`config.mk`:
```
export PLATFORM = sky130hd
export DESIGN_NAME = adc_spi_responder
export DESIGN_NICKNAME = d
export VERILOG_FILES = /design/src/rtl/adc_spi_responder.sv
export SDC_FILE = /design/constraint.sdc
export NUM_CORES = 1
export LEC_CHECK = 0
export ABC_AREA = 1
export CAP_MARGIN = 20
export CORE_MARGIN = 5
export CORE_UTILIZATION = 43
export DETAILED_ROUTE_END_ITERATION = 6
export GPL_ROUTABILITY_DRIVEN = 0
export PLACE_DENSITY = 0.88
export SYNTH_ARGS = -nofsm -noshare
export SYNTH_HDL_FRONTEND = slang
export SYNTH_SLANG_ARGS = --single-unit
```
`constraint.sdc`:
```
create_clock -name clk -period 2.3 [get_ports clk]
set_clock_uncertainty 0.05 [all_clocks]
set_input_delay 0.345 -clock clk [delete_from_list [all_inputs] [get_ports clk]]
set_output_delay 0.345 -clock clk [all_outputs]
set_load 0.005 [all_outputs]
```
`src/rtl/adc_spi_responder.sv`:
```
// SPI responder model of a 12-bit multi-channel ADC (ADC128S022-style).
// Optional dither on the returned sample is enabled with `define ADC_RESP_NOISE_EN.
module adc_spi_responder #(
  parameter int NUM_CH     = 8,
  parameter int DATA_BITS  = 12,
  parameter int FRAME_BITS = 16
) (
  input  logic                        clk,
  input  logic                        sys_rst,
  input  logic                        adc_cs_n,
  input  logic                        adc_sclk,
  input  logic                        adc_din,
  input  logic [NUM_CH*DATA_BITS-1:0] ch_values,
  output logic                        adc_data_out,
  output logic                        frame_done,
  output logic                        frame_error,
  output logic [2:0]                  cur_channel
);

  localparam int CNT_W = $clog2(FRAME_BITS + 1);

  typedef enum logic [1:0] {S_IDLE, S_ACTIVE, S_DONE} state_t;

  state_t                  state_q, state_d;
  logic [CNT_W-1:0]        bit_cnt_q, bit_cnt_d;
  logic [FRAME_BITS-1:0]   shift_q, shift_d;
  logic [2:0]              addr_q, addr_d;
  logic [2:0]              chan_q, chan_d;
  logic                    miso_q, miso_d;
  logic                    done_q, done_d;
  logic                    err_q, err_d;

  logic cs_meta_q, cs_sync_q, cs_prev_q;
  logic sclk_meta_q, sclk_sync_q, sclk_prev_q;
  logic din_meta_q, din_sync_q;
  logic cs_fall, cs_rise, sclk_rise, sclk_fall;
  logic [DATA_BITS-1:0] sample, capture;

  function automatic logic [DATA_BITS-1:0] sel_sample(
    input logic [NUM_CH*DATA_BITS-1:0] vals,
    input logic [2:0]                  ch
  );
    sel_sample = '0;
    for (int n = 0; n < NUM_CH; n++)
      if (int'(ch) == n) sel_sample = vals[n*DATA_BITS +: DATA_BITS];
  endfunction

  assign cs_fall   =  cs_prev_q   & ~cs_sync_q;
  assign cs_rise   = ~cs_prev_q   &  cs_sync_q;
  assign sclk_rise = ~sclk_prev_q &  sclk_sync_q;
  assign sclk_fall =  sclk_prev_q & ~sclk_sync_q;
  assign sample    = sel_sample(ch_values, chan_q);

`ifdef ADC_RESP_NOISE_EN
  logic [15:0] lfsr_q;

  // Fibonacci LFSR x^16+x^14+x^13+x^11+1, one step per completed frame
  always_ff @(posedge clk) begin
    if (sys_rst)     lfsr_q <= 16'hACE1;
    else if (done_d) lfsr_q <= {lfsr_q[0] ^ lfsr_q[2] ^ lfsr_q[3] ^ lfsr_q[5], lfsr_q[15:1]};
  end

  assign capture = sample ^ {{(DATA_BITS-2){1'b0}}, lfsr_q[1:0]};
`else
  assign capture = sample;
`endif

  always_comb begin
    state_d   = state_q;
    bit_cnt_d = bit_cnt_q;
    shift_d   = shift_q;
    addr_d    = addr_q;
    chan_d    = chan_q;
    miso_d    = miso_q;
    done_d    = 1'b0;
    err_d     = 1'b0;
    case (state_q)
      S_IDLE: begin
        miso_d = 1'b0;
        if (cs_fall) begin
          shift_d   = {{(FRAME_BITS-DATA_BITS){1'b0}}, capture};
          bit_cnt_d = '0;
          addr_d    = '0;
          miso_d    = shift_d[FRAME_BITS-1];
          state_d   = S_ACTIVE;
        end
      end
      S_ACTIVE: begin
        if (cs_rise) begin
          err_d   = 1'b1;
          miso_d  = 1'b0;
          state_d = S_IDLE;
        end else if (sclk_rise) begin
          if (bit_cnt_q >= CNT_W'(2) && bit_cnt_q <= CNT_W'(4))
            addr_d = {addr_q[1:0], din_sync_q};
          bit_cnt_d = bit_cnt_q + CNT_W'(1);
          if (bit_cnt_q == CNT_W'(FRAME_BITS - 1)) begin
            done_d  = 1'b1;
            chan_d  = addr_q;
            miso_d  = 1'b0;
            state_d = S_DONE;
          end
        end else if (sclk_fall && bit_cnt_q != '0) begin
          // The fall ahead of the first rise (SCLK idles high) must keep the MSB on the line
          shift_d = {shift_q[FRAME_BITS-2:0], 1'b0};
          miso_d  = shift_q[FRAME_BITS-2];
        end
      end
      S_DONE: begin
        miso_d = 1'b0;
        if (cs_rise) state_d = S_IDLE;
      end
      default: state_d = S_IDLE;
    endcase
  end

  always_ff @(posedge clk) begin
    if (sys_rst) begin
      cs_meta_q   <= 1'b1;
      cs_sync_q   <= 1'b1;
      cs_prev_q   <= 1'b1;
      sclk_meta_q <= 1'b1;
      sclk_sync_q <= 1'b1;
      sclk_prev_q <= 1'b1;
      din_meta_q  <= 1'b0;
      din_sync_q  <= 1'b0;
      state_q     <= S_IDLE;
      bit_cnt_q   <= '0;
      chan_q      <= '0;
      miso_q      <= 1'b0;
      done_q      <= 1'b0;
      err_q       <= 1'b0;
    end else begin
      cs_meta_q   <= adc_cs_n;
      cs_sync_q   <= cs_meta_q;
      cs_prev_q   <= cs_sync_q;
      sclk_meta_q <= adc_sclk;
      sclk_sync_q <= sclk_meta_q;
      sclk_prev_q <= sclk_sync_q;
      din_meta_q  <= adc_din;
      din_sync_q  <= din_meta_q;
      state_q     <= state_d;
      bit_cnt_q   <= bit_cnt_d;
      chan_q      <= chan_d;
      miso_q      <= miso_d;
      done_q      <= done_d;
      err_q       <= err_d;
    end
  end

  always_ff @(posedge clk) begin
    shift_q <= shift_d;
    addr_q  <= addr_d;
  end

  assign adc_data_out = miso_q;
  assign frame_done   = done_q;
  assign frame_error  = err_q;
  assign cur_channel  = chan_q;

endmodule

```
==> Implementation_results.wiki <==
{| class="wikitable"
! Metric !! Value
|-
| Endpoints failing setup || 0
|-
| Worst R2R Path Depth || 6
|-
| Status || finished clean
|-
| TritonCTS Sinks || 39
|-
| Part of the total power dissipated in combinational logic || ~18%
|-
| Die Span X || just under 90 um
|-
| Clock tree root buffer cell || sky130_fd_sc_hd__clkbuf_8
|-
| Relative slew margins || a little over two fifths
|-
| Portion of the clock cycle consumed by the worst path in the final layout || approximately 87%
|-
| Leakage || around 1.6 nW
|-
| Post-synth EDFFs || 18
|-
| Placed cell area || 3640 sq um
|-
| Cell mode on critical path || sky130_fd_sc_hd__nand2_1
|-
| Sequential cell area fraction in the yosys report || 37.5%
|-
| Row count || 28
|-
| Remaining global-route overflow || 0
|-
| Largest delay share family, worst path || simple AND/OR/NAND/NOR gates
|-
| Flop and latch count out of synthesis || 39
|-
| Crit-path max FO || 15
|-
| Critical path type || flip-flop to flip-flop
|-
| Count of different cell masters after synthesis || 30
|-
| Peak supply drop || about 0.00044 V
|-
| Slew @ Worst Pin || approximately 0.84 ns
|-
| Final count of hold timing violations || 0
|-
| Min Clock Period, post-route || ~2.0 ns
|-
| Post-Place Cells || between 500 and 600
|-
| Leading post-synthesis cells by instance count || sky130_fd_sc_hd__nand2_1, sky130_fd_sc_hd__inv_1, sky130_fd_sc_hd__nor2_1
|-
| Worst hold-check path type || flip-flop to flip-flop
|-
| Clk Latency, worst-skew pair || 0.29 ns
|-
| Core box area || between 5000 and 6000 sq um
|-
| Net Count, Synth || ~480
|-
| Routed vias || 2991
|-
| Post-CTS Repair Setup Buffers || 0
|-
| Total of warnings raised by yosys || 0
|-
| Primary FF master, synth || sky130_fd_sc_hd__dfxtp_1
|-
| Number of remaining DRC errors || 0
|-
| Drt wl/cell || ~16 um
|-
| Area Growth Syn to Fin || 46.5%
|-
| Number of global-route vias before repair || roughly 2800
|-
| H-tree levels || 2
|-
| Wire length of the first global-routing pass || between 10000 and 15000 um
|-
| Initial DRC count || 263
|-
| Number of buffers added to fix hold violations after cts || 0
|-
| Total net switching power || 0.379 mW
|-
| Maximum clock rate || about 500 MHz
|-
| Cell area after synthesis || approximately 2600 sq um
|-
| Number of cells upsized or downsized after cts || 0
|-
| Total CTS buffers || 5
|-
| Final Instance Count excl. Fillers || 547
|-
| Arrival time at the worst endpoint || 2.12 ns
|-
| Effective utilization at floorplan || a little over two fifths
|-
| Setup_tns || 0 ns
|-
| Net count of the finished layout || around 580
|-
| DP HPWL || ~6400 um
|-
| Hold depth || 2
|-
| Slowest cell on the critical path || sky130_fd_sc_hd__nor3_2
|-
| Total Power || 1.65 mW
|-
| CTS tree || done
|-
| Max-Cap Viols || 0
|-
| Post-route ant nets || 0
|-
| I/O Buffers || 106
|-
| Longest Clk Path Bufs || 2
|-
| Cell taking the most area after synthesis || sky130_fd_sc_hd__edfxtp_1
|-
| Final wirelength || 8530 um
|-
| Maximum number of pins on one net before global-route repair || 35
|-
| Setup repair after global routing missed its margin || false
|-
| Req. time, crit path || around 2.4 ns
|-
| Ratio of routed vias to standard cells || between 5 and 6
|-
| Avg Inst Size Synth || between 6 and 7 sq um
|-
| TritonRoute pass-1 iters || 5
|-
| Number of antenna diodes || 0
|-
| Clock-pin transition on the worst setup and hold timing paths || about 0.080 ns
|-
| WHS || 0.360 ns
|-
| Area of all placed cells without fillers || between 3000 and 4000 sq um
|-
| Sequential group share of total power || between 40 and 50%
|-
| Clock power frac || 35.3%
|-
| IO Pins || roughly 110
|-
| Levels on crit path || 6
|-
| Synthesized instance count || between 300 and 400
|-
| Most area-consuming cells after synthesis || sky130_fd_sc_hd__edfxtp_1, sky130_fd_sc_hd__dfxtp_1, sky130_fd_sc_hd__nand2_1
|-
| Async set or reset register ratio after synthesis || 0%
|-
| Switching part of the total power || a little under a quarter
|-
| Number of pins with negative max-slew slack in the final report || 0
|-
| Die Outline Area || 7610 sq um
|-
| Combined global-route utilization of all metal layers || between 20 and 25%
|-
| Synth top area share || about a fifth
|-
| Buffers & Inverters on Critical Path || 1
|-
| Crit start category || flip-flop
|-
| Share of cells above drive strength 1 || under 10%
|-
| Total of fill cells in the finished design || roughly 480
|-
| Worst path max stage delay || between 0.6 and 0.7 ns
|-
| Power density of the placed cells || about 440 nW/um^2
|-
| Die height || about 87 um
|-
| Antenna violations before repair || 0
|-
| Internal Pwr Total || about 1.3 mW
|-
| Worst setup EP type || flip-flop
|-
| Cell with the most instances after synthesis || sky130_fd_sc_hd__nand2_1
|-
| Worst-path cell chain || inv_2 -> nor3_2 -> a21oi_1 -> nand4_1 -> nand2_1 -> nand2_1
|}
## path summary, 6_finish.rpt
| kind | from | end | slack [ns] |
|---|---|---|---|
| max | cur_channel[1] | shift_q[10] | 0.30 |
| max reg2reg | cur_channel[1] | shift_q[10] | 0.30 |
| min | din_meta_q | din_sync_q | 0.36 |
| min reg2reg | din_meta_q | din_sync_q | 0.36 |
## metal layers
metal	vias to the layer above	track usage [%]	part of all wire, %	routed length (um)
met5	-	0	0	0
met4	0	7.81	2.9	251
met2	193	36.9	46	3900
met1	1348	26.4	39	3300
li1	1427	-	-	-
met3	23	4.92	13	1070
## registers in the layout (all words and copies together), names as in the netlist, 2 cells and up
signal,count
cur_channel,3
bit_cnt_q,5
addr_q,3
shift_q,15
state_q,2
## cells in the final DEF (no fill, tap or decap)
cell                              instances
sky130_fd_sc_hd__nor3_2                   3
sky130_fd_sc_hd__bufinv_16                1
sky130_fd_sc_hd__dfxtp_1                 21
sky130_fd_sc_hd__inv_1                   45
sky130_fd_sc_hd__o2111ai_1                1
sky130_fd_sc_hd__clkinv_2                 1
sky130_fd_sc_hd__nand3_2                  1
sky130_fd_sc_hd__nor2_4                   1
sky130_fd_sc_hd__a21oi_1                 34
sky130_fd_sc_hd__inv_2                    4
sky130_fd_sc_hd__nor2_2                   2
sky130_fd_sc_hd__o21ai_0                  6
sky130_fd_sc_hd__a21oi_2                  1
sky130_fd_sc_hd__nand3_1                 32
sky130_fd_sc_hd__nand4_1                 37
sky130_fd_sc_hd__clkbuf_8                 5
sky130_fd_sc_hd__xor2_1                   1
sky130_fd_sc_hd__buf_4                    7
sky130_fd_sc_hd__nand2_2                  2
sky130_fd_sc_hd__nand2_1                 83
sky130_fd_sc_hd__nor2_1                  45
sky130_fd_sc_hd__clkdlybuf4s50_1        106
sky130_fd_sc_hd__o21ai_1                  2
sky130_fd_sc_hd__nor3_4                   1
sky130_fd_sc_hd__nor3_1                   1
sky130_fd_sc_hd__edfxtp_1                18
sky130_fd_sc_hd__or2_2                    4
sky130_fd_sc_hd__inv_4                    2
sky130_fd_sc_hd__inv_6                    1
sky130_fd_sc_hd__ha_1                     4
## per-stage QoR
step / utilization, % / worst slack (ns)
final: 64.2 / 0.302
after global routing: 64.2 / 0.132
after CTS: 64.2 / 0.333
after detailed placement: 62.3 / 0.350
after global placement: 62.3 / 0.455
after floorplan: - / 0.245
## area by class of cell
cell class                 instances  area, sq um  area share, %
tap                               75         93.8           2.50
timing repair buffer             113         1110           29.6
inverter                          51          195           5.19
clock inverter                     3         45.0           1.20
sequential                        39          961           25.6
clock buffer                       5         68.8           1.83
multi-input combinational        261         1280           34.1
## power groups by stage
stage,combinational [mW],clock (mW),sequential (mW)
final,0.302,0.582,0.766
after global routing,0.324,0.620,0.768
after CTS,0.299,0.594,0.766
after detailed placement,0.296,0,0.781
after global placement,0.292,0,0.781
after floorplan,0.0935,0,0.778
## worst reg2reg max path, stage by stage (launching register included)
cell and delay, ns:
sky130_fd_sc_hd__dfxtp_1 0.52, sky130_fd_sc_hd__inv_2 0.22, sky130_fd_sc_hd__nor3_2 0.68, sky130_fd_sc_hd__a21oi_1 0.15
sky130_fd_sc_hd__nand4_1 0.14, sky130_fd_sc_hd__nand2_1 0.06, sky130_fd_sc_hd__nand2_1 0.06
## logic make-up after synthesis
family          count (synthesis)  synth area share (%)
buf+inv                        72                  12.6
xor+xnor                        1                 0.342
compound gates                 44                  8.88
simple gates                  212                  38.8
flops                          39                  37.5
fa+ha+maj                       4                  1.95
Power figures use the tool's default switching activity.
